==> config.mk <==
export PLATFORM = sky130hd
export DESIGN_NAME = pic_init_sequencer
export DESIGN_NICKNAME = d
export VERILOG_FILES = /design/src/rtl/pic_pkg.sv /design/src/rtl/pic_wr_strobe_sync.sv /design/src/rtl/pic_init_sequencer.sv
export SDC_FILE = /design/constraint.sdc
export NUM_CORES = 1
export LEC_CHECK = 0
export ABC_AREA = 1
export BUFFER_PORTS_ARGS = -buffer_cell sky130_fd_sc_hd__buf_2
export CORE_ASPECT_RATIO = 1.4
export CORE_MARGIN = 2
export CORE_UTILIZATION = 54
export DETAILED_ROUTE_END_ITERATION = 8
export PLACE_DENSITY = 0.79
export SETUP_SLACK_MARGIN = 0.4
export SLEW_MARGIN = 20
export SYNTH_ARGS = -nofsm -noshare
export SYNTH_HDL_FRONTEND = slang
export SYNTH_SLANG_ARGS = --single-unit
==> constraint.sdc <==
create_clock -name clk -period 1.9 [get_ports clk]
set_input_delay 0.285 -clock clk [delete_from_list [all_inputs] [get_ports clk]]
set_output_delay 0.285 -clock clk [all_outputs]
set_load 0.05 [all_outputs]
==> src/rtl/pic_pkg.sv <==
// Shared types and bit-field constants for the 8259-compatible command decoder.
package pic_pkg;

  localparam int unsigned DATA_W = 8;
  localparam int unsigned VEC_W  = 5;
  localparam int unsigned CMD_W  = 3;
  localparam int unsigned LVL_W  = 3;

  typedef enum logic [2:0] {
    ST_UNINIT    = 3'd0,
    ST_WAIT_ICW2 = 3'd1,
    ST_WAIT_ICW3 = 3'd2,
    ST_WAIT_ICW4 = 3'd3,
    ST_READY     = 3'd4
  } pic_state_t;

  // ICW1 fields
  localparam int unsigned ICW1_IC4  = 0;
  localparam int unsigned ICW1_SNGL = 1;
  localparam int unsigned ICW1_LTIM = 3;
  localparam int unsigned BIT_D4    = 4;
  localparam int unsigned BIT_D3    = 3;

  // OCW3 fields
  localparam int unsigned OCW3_RIS  = 0;
  localparam int unsigned OCW3_RR   = 1;
  localparam int unsigned OCW3_P    = 2;
  localparam int unsigned OCW3_SMM  = 5;
  localparam int unsigned OCW3_ESMM = 6;

  // OCW2 R,SL,EOI encodings
  localparam logic [CMD_W-1:0] OCW2_ROT_AEOI_CLR = 3'b000;
  localparam logic [CMD_W-1:0] OCW2_NS_EOI       = 3'b001;
  localparam logic [CMD_W-1:0] OCW2_NOP          = 3'b010;
  localparam logic [CMD_W-1:0] OCW2_SPEC_EOI     = 3'b011;
  localparam logic [CMD_W-1:0] OCW2_ROT_AEOI_SET = 3'b100;
  localparam logic [CMD_W-1:0] OCW2_ROT_NS_EOI   = 3'b101;
  localparam logic [CMD_W-1:0] OCW2_SET_PRIO     = 3'b110;
  localparam logic [CMD_W-1:0] OCW2_ROT_SPEC_EOI = 3'b111;

endpackage

==> src/rtl/pic_wr_strobe_sync.sv <==
// Synchronizes the CPU write strobe, captures the bus byte during the pulse and
// flags a commit on the trailing edge of wr_n.
module pic_wr_strobe_sync
  import pic_pkg::*;
(
  input  logic              clk,
  input  logic              rst,
  input  logic              cs_n,
  input  logic              wr_n,
  input  logic              a0,
  input  logic [DATA_W-1:0] din,
  output logic              commit,
  output logic              a0_q,
  output logic [DATA_W-1:0] data_q
);

  logic s1, s2, s3;
  logic captured;

  always_ff @(posedge clk or posedge rst) begin
    if (rst) begin
      s1       <= 1'b1;
      s2       <= 1'b1;
      s3       <= 1'b1;
      captured <= 1'b0;
      a0_q     <= 1'b0;
      data_q   <= '0;
    end else begin
      s1 <= wr_n;
      s2 <= s1;
      s3 <= s2;
      // A pulse with cs_n high never sets captured, so its commit is dropped
      if (!s1 && !cs_n) begin
        captured <= 1'b1;
        a0_q     <= a0;
        data_q   <= din;
      end else if (commit) begin
        captured <= 1'b0;
      end
    end
  end

  assign commit = s2 & ~s3 & captured;

endmodule

==> src/rtl/pic_init_sequencer.sv <==
// ICW1-ICW4 initialization sequencer and OCW1-OCW3 decoder of the 8259-compatible PIC.
module pic_init_sequencer
  import pic_pkg::*;
(
  input  logic              clk,
  input  logic              rst,
  input  logic              cs_n,
  input  logic              wr_n,
  input  logic              a0,
  input  logic [DATA_W-1:0] din,
  output logic              init_done,
  output logic [VEC_W-1:0]  vector_base,
  output logic [DATA_W-1:0] cascade_cfg,
  output logic              single_mode,
  output logic              level_trig,
  output logic              upm,
  output logic              aeoi,
  output logic              master_sel,
  output logic              buf_mode,
  output logic              sfnm,
  output logic [DATA_W-1:0] imr,
  output logic              ocw2_valid,
  output logic [CMD_W-1:0]  ocw2_cmd,
  output logic [LVL_W-1:0]  ocw2_level,
  output logic              read_isr,
  output logic              poll_pulse,
  output logic              special_mask
);

  logic              commit;
  logic              a0_q;
  logic [DATA_W-1:0] data_q;

  pic_wr_strobe_sync u_sync (
    .clk    (clk),
    .rst    (rst),
    .cs_n   (cs_n),
    .wr_n   (wr_n),
    .a0     (a0),
    .din    (din),
    .commit (commit),
    .a0_q   (a0_q),
    .data_q (data_q)
  );

  pic_state_t        state_q, state_d;
  logic              ic4_q, ic4_d;
  logic              init_done_d, single_mode_d, level_trig_d;
  logic [VEC_W-1:0]  vector_base_d;
  logic [DATA_W-1:0] cascade_cfg_d, imr_d;
  logic [4:0]        icw4_q, icw4_d;
  logic              ocw2_valid_d, read_isr_d, poll_pulse_d, special_mask_d;
  logic [CMD_W-1:0]  ocw2_cmd_d;
  logic [LVL_W-1:0]  ocw2_level_d;

  logic is_icw1, is_ocw2, is_ocw3;
  assign is_icw1 = !a0_q && data_q[BIT_D4];
  assign is_ocw2 = !a0_q && !data_q[BIT_D4] && !data_q[BIT_D3];
  assign is_ocw3 = !a0_q && !data_q[BIT_D4] && data_q[BIT_D3];

  always_ff @(posedge clk or posedge rst) begin
    if (rst) begin
      state_q      <= ST_UNINIT;
      ic4_q        <= 1'b0;
      init_done    <= 1'b0;
      vector_base  <= '0;
      cascade_cfg  <= '0;
      single_mode  <= 1'b0;
      level_trig   <= 1'b0;
      icw4_q       <= '0;
      imr          <= '0;
      ocw2_valid   <= 1'b0;
      ocw2_cmd     <= '0;
      ocw2_level   <= '0;
      read_isr     <= 1'b0;
      poll_pulse   <= 1'b0;
      special_mask <= 1'b0;
    end else begin
      state_q      <= state_d;
      ic4_q        <= ic4_d;
      init_done    <= init_done_d;
      vector_base  <= vector_base_d;
      cascade_cfg  <= cascade_cfg_d;
      single_mode  <= single_mode_d;
      level_trig   <= level_trig_d;
      icw4_q       <= icw4_d;
      imr          <= imr_d;
      ocw2_valid   <= ocw2_valid_d;
      ocw2_cmd     <= ocw2_cmd_d;
      ocw2_level   <= ocw2_level_d;
      read_isr     <= read_isr_d;
      poll_pulse   <= poll_pulse_d;
      special_mask <= special_mask_d;
    end
  end

  always_comb begin
    state_d        = state_q;
    ic4_d          = ic4_q;
    init_done_d    = init_done;
    vector_base_d  = vector_base;
    cascade_cfg_d  = cascade_cfg;
    single_mode_d  = single_mode;
    level_trig_d   = level_trig;
    icw4_d         = icw4_q;
    imr_d          = imr;
    ocw2_valid_d   = 1'b0;
    ocw2_cmd_d     = ocw2_cmd;
    ocw2_level_d   = ocw2_level;
    read_isr_d     = read_isr;
    poll_pulse_d   = 1'b0;
    special_mask_d = special_mask;

    if (commit) begin
      if (is_icw1) begin
        state_d        = ST_WAIT_ICW2;
        ic4_d          = data_q[ICW1_IC4];
        single_mode_d  = data_q[ICW1_SNGL];
        level_trig_d   = data_q[ICW1_LTIM];
        imr_d          = '0;
        special_mask_d = 1'b0;
        read_isr_d     = 1'b0;
        init_done_d    = 1'b0;
        if (!data_q[ICW1_IC4]) icw4_d = '0;
      end else if (a0_q) begin
        unique case (state_q)
          ST_WAIT_ICW2: begin
            vector_base_d = data_q[7:3];
            if (!single_mode) state_d = ST_WAIT_ICW3;
            else if (ic4_q)   state_d = ST_WAIT_ICW4;
            else              state_d = ST_READY;
          end
          ST_WAIT_ICW3: begin
            cascade_cfg_d = data_q;
            state_d       = ic4_q ? ST_WAIT_ICW4 : ST_READY;
          end
          ST_WAIT_ICW4: begin
            icw4_d  = data_q[4:0];
            state_d = ST_READY;
          end
          ST_READY: imr_d = data_q;
          default: ;
        endcase
      end else if (state_q == ST_READY) begin
        // OCW-form bytes are only acted on after initialization
        if (is_ocw2) begin
          ocw2_valid_d = 1'b1;
          ocw2_cmd_d   = data_q[7:5];
          ocw2_level_d = data_q[2:0];
        end else if (is_ocw3) begin
          if (data_q[OCW3_RR])   read_isr_d     = data_q[OCW3_RIS];
          if (data_q[OCW3_ESMM]) special_mask_d = data_q[OCW3_SMM];
          poll_pulse_d = data_q[OCW3_P];
        end
      end
    end

    if (state_d == ST_READY && state_q != ST_READY) init_done_d = 1'b1;
  end

  assign upm        = icw4_q[0];
  assign aeoi       = icw4_q[1];
  assign master_sel = icw4_q[2];
  assign buf_mode   = icw4_q[3];
  assign sfnm       = icw4_q[4];

endmodule

==> flow_summary_export.csv <==
group,metric,value,unit
status,status,"completed",
floorplan,io_pins,52,
sta,finalHoldViolCount,0,
critical_path,cpPeakStageDelay,560,ps
grt,gr-usage-all-layers,21.43,%
floorplan,fp-row-count,29,
logic_synthesis,synth_top_cell_by_area,"dfrtp_1",
sta,rsz0062_at_grt,"true",
critical_path,slowest_stage,"dfstp_2",
logic_synthesis,synthSimpleGateAreaFrac,21.63,%
logic_synthesis,yosys.area.top_type_share,53.32,%
critical_path,cp_top_family,"flip-flops",
placed_design,port_buffers,51,
placed_design,gp_congestion,0.8389,
grt,antenna_found_initial,0,
cts,cts_buffers,5,
power_and_ir_drop,irDropWorstVdd,0.7646,mV
cts,cts_tree,"done",
placed_design,post_dp_cell_area,2769,um2
grt,grt_overflow,0,
layout,mostFrequentLayoutCells,"nand2_1, dfrtp_1, buf_2",
min_path,min_path_type,"in -> reg",
grt,grt_use_met3,2.928,%
grt,grt_max_degree,38,
logic_synthesis,synth_fa_ha_area_share,0,%
layout,drive_gt1_share,37.91,%
sta,slew_headroom,61.04,%
route,vias,1885,
grt,grt_util_met1,28.82,%
critical_path,worstSetupEndpointType,"flop",
logic_synthesis,synth_top_family_by_area,"simple AND/OR/NAND/NOR gates",
logic_synthesis,ys_types,25,
route,drt_iter0_markers,74,
placed_design,place_hpwl,3679,um
critical_path,path_class,"reg -> reg",
sta,setup-tns-final,0,ps
route,viasPerCell,5.122,
layout,fin_util,64.77,%
critical_path,cp_cell_sequence,"nand3_2, buf_4, nor2_8, nand3_4, nand2_1, o21ai_1",
logic_synthesis,synth.area.mux_share,0,%
route,wirelength,4988,um
sta,skew,19.85,ps
flow_run,maxCapViolCount,0,
logic_synthesis,synth_xor_area_share,0,%
critical_path,path_depth,6,
layout,area_growth,17.15,%
cts,htreeDepth,2,
layout,diodes,0,
sta,worst_pin_slew,583.8,ps
logic_synthesis,ys_seq_area_share,56.49,%
floorplan,core-area,4499,um2
cts,clkLatencyLatePin,320,ps
grt,top_usage_layer,"met2",
critical_path,worstPathRequired,2090,ps
sta,maxSlewViolCount,0,
min_path,hold_depth,1,
cts,clkTransAtPathRegs,90,ps
layout,fin_area,2914,um2
grt,grt_pass1_wl,8431,um
layout,final_common_cell,"nand2_1",
power_and_ir_drop,pwr_density_cell,1401,nW/um2
route,ant_nets,0,
route,drc,0,
route,first_pass_iters,6,
sta,fmax,0.6943,GHz
logic_synthesis,synthesis.area,2487,um2
logic_synthesis,synth-compound-area-share,15.04,%
grt,grt_pass1_vias,1832,
cts,cts_root_buf,"clkbuf_8",
sta,finalSetupViolCount,0,
sta,post-route-min-period,1440,ps
floorplan,die_h,84.31,um
critical_path,r2r_cells,6,
floorplan,die_w,61.36,um
logic_synthesis,postSynthAreaPerCell,9.950,um2
logic_synthesis,syn_nets,263,
critical_path,worstPathMaxFanout,10,
floorplan,die_area,5173,um2
cts,clock_path_buffers,2,
power_and_ir_drop,p_leak,0.001491,uW
grt,use_met2,35.20,%
floorplan,initial_core_util,55.28,%
critical_path,worstPathArrival,1630,ps
layout,nets,318,
critical_path,cp-start-kind,"flop",
cts,cts_sinks,56,
logic_synthesis,ys_warn_count,0,
sta,min_period_over_period,75.80,%
logic_synthesis,synth-seq-cells,56,
critical_path,crit_buf_inv,1,
logic_synthesis,yosys-top-cells-area,"dfrtp_1, nand2_1, o21ai_2",
route,wl_per_cell,13.55,um
logic_synthesis,syn_inst,250,
## cell type report
class	count	area (um2)
Clock buffer	6	72.57
Clock inverter	2	13.76
Fill cell	414	1585
Inverter	22	91.34
Multi-Input combinational cell	164	933.4
Sequential cell	56	1405
Tap cell	62	77.57
Timing Repair Buffer	56	320.3
## timing repair
action / 4_1_cts / 5_1_grt
resized for setup: 1 / 2
setup endpoints to repair: 7 / 10
endpoints found under the hold margin: 9 / 0
pin swaps: 0 / 1
gates cloned: 0 / 0
buffers inserted: 0 / 2
hold buffers: 1 / 0
## registers in the layout, summed over array words and instances (netlist names), 3 cells and up
| name | cells |
|---|---|
| cascade_cfg | 8 |
| imr | 8 |
| u_sync.data_q | 8 |
| icw4_q | 5 |
| vector_base | 5 |
| ocw2_cmd | 3 |
| ocw2_level | 3 |
| state_q | 3 |
## stage by stage
step                      setup WS, ps  hold slack [ps]  power (uW)  std cells
after detailed placement         369.5            320.1        3439        357
after global routing             363.9            58.42        4293        368
final                            459.8            65.96        4081        368
after floorplan                  573.5            289.5        3069        250
after CTS                        422.3            67.52        4081        366
after global placement           421.4            316.1        3405        357
## kinds of logic (layout without fill, tap and decap cells)
| kind of cell | after synthesis | in the layout |
|---|---|---|
| AOI/OAI and AO/OA | 56 | 56 |
| buffers and inverters | 30 | 86 |
| DFF | 56 | 56 |
| and+or+nand+nor | 108 | 108 |
## metal layers
layer,share of wire [%],vias to the layer above
met1,41,906
met5,0,-
met2,53,51
met4,1.8,0
met3,4.0,11
li1,-,917
## synth_stat cells
cell       n
inv_2      3
nor3_1     1
dfrtp_1   53
o21ai_1   10
nand3b_1   2
nand2_4    1
buf_6      7
nor2_4     1
nand4_1    1
nand2_2    9
nand3_4    2
nor2_2     5
nor2_1     9
nand3_2    3
o21ai_0   19
a21oi_4    1
o21ai_2   22
inv_1     17
inv_4      2
dfstp_2    3
a21oi_1    4
clkbuf_1   1
nand3_1    7
nand2_1   66
nor2_8     1
## path summary, 6_finish.rpt
kind	startpoint	endpoint	slack, ps
worst min-delay path	wr_n	u_sync.s1	70
max in group asynchronous	rst	u_sync.s3	810
worst min register to register	u_sync.s1	u_sync.s2	390
min in group asynchronous	rst	icw4_q[2]	510
worst max register to register	u_sync.s2	icw4_q[4]	460
worst max-delay path	u_sync.s2	icw4_q[4]	460
## power by group
group	internal (uW)	leakage [uW]	switching, uW
logic	403	0.000719	1330
registers	1480	0.000726	222
clock network	264	0.0000456	386
(Power assumes the default switching activity.)
